[config.mk]
export PLATFORM = sky130hd
export DESIGN_NAME = imm_gen_pipe
export DESIGN_NICKNAME = d
export VERILOG_FILES = /design/src/rtl/imm_gen_pipe.sv
export SDC_FILE = /design/constraint.sdc
export NUM_CORES = 1
export LEC_CHECK = 0
export CAP_MARGIN = 40
export CORE_UTILIZATION = 40
export DETAILED_ROUTE_END_ITERATION = 12
export GPL_TIMING_DRIVEN = 0
export MAX_ROUTING_LAYER = met4
export PLACE_DENSITY = 0.68
export SLEW_MARGIN = 20
export SYNTH_ARGS = -nofsm -noshare
export SYNTH_HDL_FRONTEND = slang
export SYNTH_SLANG_ARGS = --single-unit
export TNS_END_PERCENT = 50
[constraint.sdc]
create_clock -name clk -period 2.6 [get_ports clk]
set_input_delay 0.52 -clock clk [delete_from_list [all_inputs] [get_ports clk]]
set_output_delay 0.52 -clock clk [all_outputs]
set_load 0.02 [all_outputs]
[src/rtl/imm_gen_pipe.sv]
// imm_gen_pipe: registered immediate extender with a valid/ready handshake
// and a 2-entry skid buffer (entry A = output register, entry B = skid).
// Optional build macro IMM_ILLEGAL_FLAG_EN: carry a per-entry illegal flag
// for ctrl=111. Without it, illegal is tied low and no flag storage exists.
module imm_gen_pipe #(
    parameter int XLEN  = 32,
    parameter int TAG_W = 5
) (
    input  logic             clk,
    input  logic             rst,
    input  logic             flush,
    input  logic             in_valid,
    output logic             in_ready,
    input  logic [31:0]      instr,
    input  logic [2:0]       ctrl,
    input  logic [TAG_W-1:0] tag,
    output logic             out_valid,
    input  logic             out_ready,
    output logic [XLEN-1:0]  imm,
    output logic [TAG_W-1:0] out_tag,
    output logic             illegal
);

    generate
        if (XLEN != 32 && XLEN != 64) begin : g_bad_xlen
            $error("imm_gen_pipe: XLEN must be 32 or 64");
        end
    endgenerate

    typedef struct packed {
        logic [XLEN-1:0]  imm;
        logic [TAG_W-1:0] tag;
`ifdef IMM_ILLEGAL_FLAG_EN
        logic             ill;
`endif
    } ent_t;

    // Opcode bits never feed any format; named so lint treats them as intentionally unused.
    logic unused_opc;
    assign unused_opc = ^instr[6:0];

    // Build the 32-bit signed form first, then widen; sign extension to XLEN
    // falls out of the signed cast. Z and SHAMT are zero-extended instead.
    function automatic logic [XLEN-1:0] decode(input logic [31:0] i, input logic [2:0] c);
        logic signed [31:0] v;
        logic [XLEN-1:0]    r;
        v = '0;
        r = '0;
        case (c)
            3'b000: begin v = {{20{i[31]}}, i[31:20]};                                r = XLEN'(v); end
            3'b001: begin v = {{20{i[31]}}, i[31:25], i[11:7]};                       r = XLEN'(v); end
            3'b010: begin v = {{19{i[31]}}, i[31], i[7], i[30:25], i[11:8], 1'b0};    r = XLEN'(v); end
            3'b011: begin v = {{11{i[31]}}, i[31], i[19:12], i[20], i[30:21], 1'b0};  r = XLEN'(v); end
            3'b100: begin v = {i[31:12], 12'b0};                                      r = XLEN'(v); end
            3'b101: r = XLEN'(i[19:15]);
            3'b110: r = (XLEN == 64) ? XLEN'(i[25:20]) : XLEN'(i[24:20]);
            default: r = '0;
        endcase
        return r;
    endfunction

    ent_t ent_a, ent_b, ent_in;
    logic a_full, b_full;
    logic acc, cons;

    assign in_ready  = !b_full;
    assign out_valid = a_full;
    assign acc       = in_valid && in_ready;
    assign cons      = out_valid && out_ready;

    // Decode the incoming word into a buffer entry.
    always_comb begin
        ent_in     = '0;
        ent_in.imm = decode(instr, ctrl);
        ent_in.tag = tag;
`ifdef IMM_ILLEGAL_FLAG_EN
        ent_in.ill = (ctrl == 3'b111);
`endif
    end

    // Skid-buffer occupancy and data movement; flush drops everything, including a same-cycle accept.
    always_ff @(posedge clk or posedge rst) begin
        if (rst) begin
            a_full <= 1'b0;
            b_full <= 1'b0;
            ent_a  <= '0;
            ent_b  <= '0;
        end else if (flush) begin
            a_full <= 1'b0;
            b_full <= 1'b0;
        end else if (!a_full) begin
            if (acc) begin
                ent_a  <= ent_in;
                a_full <= 1'b1;
            end
        end else if (b_full) begin
            // in_ready is low here, so only a drain can happen.
            if (cons) begin
                ent_a  <= ent_b;
                b_full <= 1'b0;
            end
        end else if (acc) begin
            if (cons) begin
                ent_a <= ent_in;
            end else begin
                ent_b  <= ent_in;
                b_full <= 1'b1;
            end
        end else if (cons) begin
            a_full <= 1'b0;
        end
    end

    assign imm     = ent_a.imm;
    assign out_tag = ent_a.tag;
`ifdef IMM_ILLEGAL_FLAG_EN
    assign illegal = ent_a.ill;
`else
    assign illegal = 1'b0;
`endif

endmodule

# Yosys cells after proc, flatten, opt, wreduce, memory -nomap -nowiden
# Index checks and enable logic that the tools add are counted.
# op_classes
reduce_logical	9
bitwise	3
n_eq_ne	7
mux	17
# ops
op	count
$pmux W32 S7	1
$mux W37	6
$mux W1	10
$eq A3 B3 Y1 const B	3
$eq A3 B2 Y1 const B	2
$reduce_bool A2 Y1	3
$reduce_and A5 Y1	1
$reduce_and A4 Y1	1
$eq A3 B1 Y1 const B	1
$logic_not A3 Y1	1
$not A1 Y1	3
$logic_and A1 B1 Y1	2
$ne A2 B1 Y1 const B	1
$logic_not A1 Y1	1
# word_totals
in_bits	45
output_inout_bits	40
ff_bits	76
wordCells	42

# Logic depth before layout (Yosys ltp)
# depth
ltp_word	6
mapped_depth	8
mapped_depth_nobuf	4

# Worst setup path before layout
# OpenSTA, ideal clock, no wires.
# synth_timing
path_kind	reg-to-reg
from	register b_full
to	register ent_b[16] (netlist bit)
path_slack_ns	0.836
stages_incl_launch_ff	7
path_buffers	3
required_ns	2.473
setup_time_ns	0.127
arrival_time_ns	1.637
path_cell_list	dfrtp_1 > buf_6 > nand2b_4 > or4b_4 > buf_6 > buf_6 > mux2_1
# synth_between
elab_chain_cells	3
# synth_lines
item	line	text
from (decl)	63	logic a_full, b_full;
from (signal assigned)	85	b_full <= 1'b0;
from (signal assigned)	90	b_full <= 1'b0;
from (signal assigned)	100	b_full <= 1'b0;
$logic_not A1 Y1	66	assign in_ready = !b_full;
$logic_and A1 B1 Y1	68	assign acc = in_valid && in_ready;
$reduce_and A5 Y1 (no line) *	n/a	
to (signal assigned)	106	ent_b <= ent_in;
to (decl)	62	ent_t ent_a, ent_b, ent_in;
# Every way passes the cells marked *; elsewhere a longest branch is shown, timed or not.
# A chain may end at the register's enable or synchronous reset.

# Worst setup path in the final report
# layout_timing
from	input port ctrl[0]
to	register ent_a, in the netlist imm[12]
# layout_between
elab_chain_cells	6
# layout_lines
item	line	text
from (decl)	15	input logic [2:0] ctrl,
$eq A3 B3 Y1, or another cell as far along	49	case (c)
$pmux W32 S7 *	49	
$mux W37	103	if (cons) begin
$mux W37	102	end else if (acc) begin
$mux W37	96	end else if (b_full) begin
$mux W37 *	91	end else if (!a_full) begin
to (signal assigned)	93	ent_a <= ent_in;
to (signal assigned)	99	ent_a <= ent_b;
to (signal assigned)	104	ent_a <= ent_in;
to (decl)	62	
# Every way passes the cells marked *; elsewhere a longest branch is shown, timed or not. The select of a mux whose other input is x is not followed.

==> results.cfg <==
[synth]
yosysSeqAreaShare_pct = 50.7
ys_top_cells_by_area = sky130_fd_sc_hd__dfrtp_1 (51%), sky130_fd_sc_hd__nand2_1 (5.9%), sky130_fd_sc_hd__a21oi_1 (5.7%)
synth.top_cell.area_share_pct = 50.7
synth_top_cell_by_area = sky130_fd_sc_hd__dfrtp_1
async_flop_share_pct = 100
ys_ff_latch = 76
yosysUniqueCellTypes = 35
number_of_enable_flip_flop_cells_after_synthesis = 0
synth.cell_area_sq_um = 3750
synthesis.instances = 409
ys.flop_type = sky130_fd_sc_hd__dfrtp_1
syn_nets = 454
postSynthAreaPerCell_sq_um = 9.17
synth_warnings = 0

[placed_design]
place_worst_setup_slack_ps = 69.8
place.gp.congestion = 0.896
number_of_port_buffers = 75
dpl.hpwl_um = 7340

[clock_tree]
cts_tree = yes
cts-root-buf = sky130_fd_sc_hd__clkbuf_8
cts-resized-gates = 0
cts.clk_slew.worst_paths_ps = 80
cts_buffers = 9
h-tree-depth = 3
cts_num_sinks = 76
postCtsSetupRepairBufs = 0
clock_insertion_delay_worst_skew_ps = 350
cts_buffer_depth = 2
postCtsHoldBufs = 0

[worst_setup_path]
critical_path_required_ps = 2870
setup.worst_path.start_class = primary input
crit_path_max_fanout = 10
critPathKind = in -> reg
critPathCaptureType = register
signal_arrival_time_at_the_worst_endpoint_ps = 2480

[drt]
drtAntennaViolNets = 0
drc_viols = 0
routed_length_per_placed_instance_um = 16.5
dr.pass1.iters = 5
postRouteWirelength_um = 10000
vias_per_cell = 5.46
detailedRoute.firstIterationViolations = 203
vias = 3328

[die]
chipHeight_um = 98.9
placementRows = 34
start_util_pct = 42.2
design.die.area_sq_um = 9770
core_area_sq_um = 8890
die_width_um = 98.9
boundaryPins = 85

[pwr]
swShare_pct = 31.0
share_clk_of_total_power_pct = 25.9
power_per_cell_area_nw_per_um2 = 713
internal_power_mw = 2.39
switching_power_mw = 1.07
leakage_nw = 2.07
ir_drop_mv = 0.339
comb_power_share_pct = 28.5
power_mw = 3.47
register_share_of_total_power_pct = 45.6

[sta]
fin_hold_viols = 0
fin_crit_ps = 2210
setup_viol = 0
timing.final.max_slew_violations = 0
fin_crit_sh_pct = 85.1
fmax_ghz = 0.452
postLayoutSetupSlackWorst_ps = 388
worst_clock_skew_ps = 12.4
unrepaired_setup_endpoints_after_global_routing = false
max_slew_margin_pct = 60.4
worst-slew-pin-transition_ps = 594

[grt]
grt_pass1_vias = 3198
aggregate_global_route_resource_usage_pct = 22.5
antenna_found_initial = 0
grt-ovfl-total = 0
global_route_wire_length_before_repair_um = 16700
grt_start_max_net_pins = 54

[layout]
finalNetCount = 541
fraction_of_final_layout_cells_with_drive_strength_greater_than_1_pct = 9.98
fillers = 840
antenna_cells = 0
leading_cell_type_in_the_layout_fill_and_taps_excluded = sky130_fd_sc_hd__dfrtp_1
area_growth_synth_to_finish_pct = 29.6
most_frequent_cells_in_the_layout = sky130_fd_sc_hd__dfrtp_1 (76), sky130_fd_sc_hd__clkdlybuf4s50_1 (75), sky130_fd_sc_hd__nand2_1 (59)
final_core_utilization_pct = 54.7

[hold_path]
hp-class = reg -> reg

[run]
max_cap_violations = 0

[run_status]
run_status = finished, final reports clean
## stage by stage
step / hold WS (ps) / std cells / area [sq um] / TNS (ps)
floorplan: 449 / 409 / 3750 / 0
CTS: 485 / 609 / 4860 / 0
finish: 484 / 609 / 4860 / 0
global placement: 462 / 592 / 4640 / -84690
global route: 510 / 609 / 4860 / 0
detailed placement: 470 / 593 / 4670 / 0
## layer usage
metal | track usage [%] | wire length (um) | vias up | part of all wire (%)
met2 | 32.0 | 4530 | 132 | 45
met3 | 3.33 | 643 | 16 | 6.4
met4 | 7.35 | 150 | 0 | 1.5
met1 | 32.8 | 4730 | 1592 | 47
li1 | - | - | 1588 | -
met5 | - | 0 | - | 0
## cell families (layout without fill, tap and decap cells)
kind of cell,Yosys count,count (layout),synth area share (%)
and+or+nand+nor,152,152,18.4
xor gates and xnor gates,1,1,0.233
AOI/OAI and AO/OA,111,111,17.0
DFF,76,76,50.7
muxes,27,27,8.44
other,1,1,0.0999
buffers and inverters,41,133,5.20
## path summary, 6_finish.rpt
| path | end | slack (ps) | from | depth (start not counted) |
|---|---|---|---|---|
| max in group asynchronous | ent_b[19]$_DFFE_PP0P_ | 1540 | rst | 3 |
| setup reg to reg | ent_b[25]$_DFFE_PP0P_ | 690 | b_full$_DFFE_PP0P_ | 8 |
| hold reg to reg | ent_b[21]$_DFFE_PP0P_ | 480 | ent_b[21]$_DFFE_PP0P_ | 2 |
| min in group asynchronous | imm[6]$_DFFE_PP0P_ | 490 | rst | 2 |
| setup / recovery | imm[12]$_DFFE_PP0P_ | 390 | ctrl[0] | 7 |
| hold / removal | ent_b[21]$_DFFE_PP0P_ | 480 | ent_b[21]$_DFFE_PP0P_ | 2 |
## Yosys cell counts (6+ instances only)
cell / n
sky130_fd_sc_hd__clkbuf_1: 28
sky130_fd_sc_hd__nand2_1: 59
sky130_fd_sc_hd__mux2_2: 16
sky130_fd_sc_hd__nand3_1: 21
sky130_fd_sc_hd__nand3b_1: 8
sky130_fd_sc_hd__a31oi_1: 6
sky130_fd_sc_hd__a21oi_1: 43
sky130_fd_sc_hd__dfrtp_1: 76
sky130_fd_sc_hd__a211oi_1: 8
sky130_fd_sc_hd__o211ai_1: 12
sky130_fd_sc_hd__nand2b_1: 8
sky130_fd_sc_hd__o21ai_0: 30
sky130_fd_sc_hd__nor2_1: 46
## registers in the layout, summed over array words and instances, names as in the netlist
| signal | cells |
|---|---|
| ent_b | 37 |
| out_tag | 5 |
| b_full | 1 |
| out_valid | 1 |
| imm | 32 |
## power by group through the flow
stage | clock network, mW | registers, mW | logic, mW
finish | 0.896 | 1.58 | 0.989
global route | 0.959 | 1.61 | 1.08
CTS | 0.912 | 1.58 | 0.995
detailed placement | 0 | 1.61 | 0.991
global placement | 0 | 1.59 | 0.968
floorplan | 0 | 1.74 | 0.386
## area by class of cell
| class | instances | area, sq um | share of cell area [%] |
|---|---|---|---|
| inverter | 4 | 17.5 | 0.360 |
| buffer | 37 | 180 | 3.71 |
| clock inverter | 4 | 48.8 | 1.00 |
| multi-input combinational | 292 | 1660 | 34.0 |
| clock buffer | 12 | 145 | 2.99 |
| tap | 108 | 135 | 2.78 |
| timing repair buffer | 76 | 778 | 16.0 |
| sequential | 76 | 1900 | 39.1 |
## worst max-delay path, cell delays in order
cell and delay [ps]:
sky130_fd_sc_hd__clkdlybuf4s50_1 570, sky130_fd_sc_hd__clkbuf_1 420, sky130_fd_sc_hd__clkbuf_1 420, sky130_fd_sc_hd__nand3_1 120, sky130_fd_sc_hd__a21oi_1 160, sky130_fd_sc_hd__nor2_1 90
sky130_fd_sc_hd__o211ai_1 160
(Power assumes the default switching activity.)
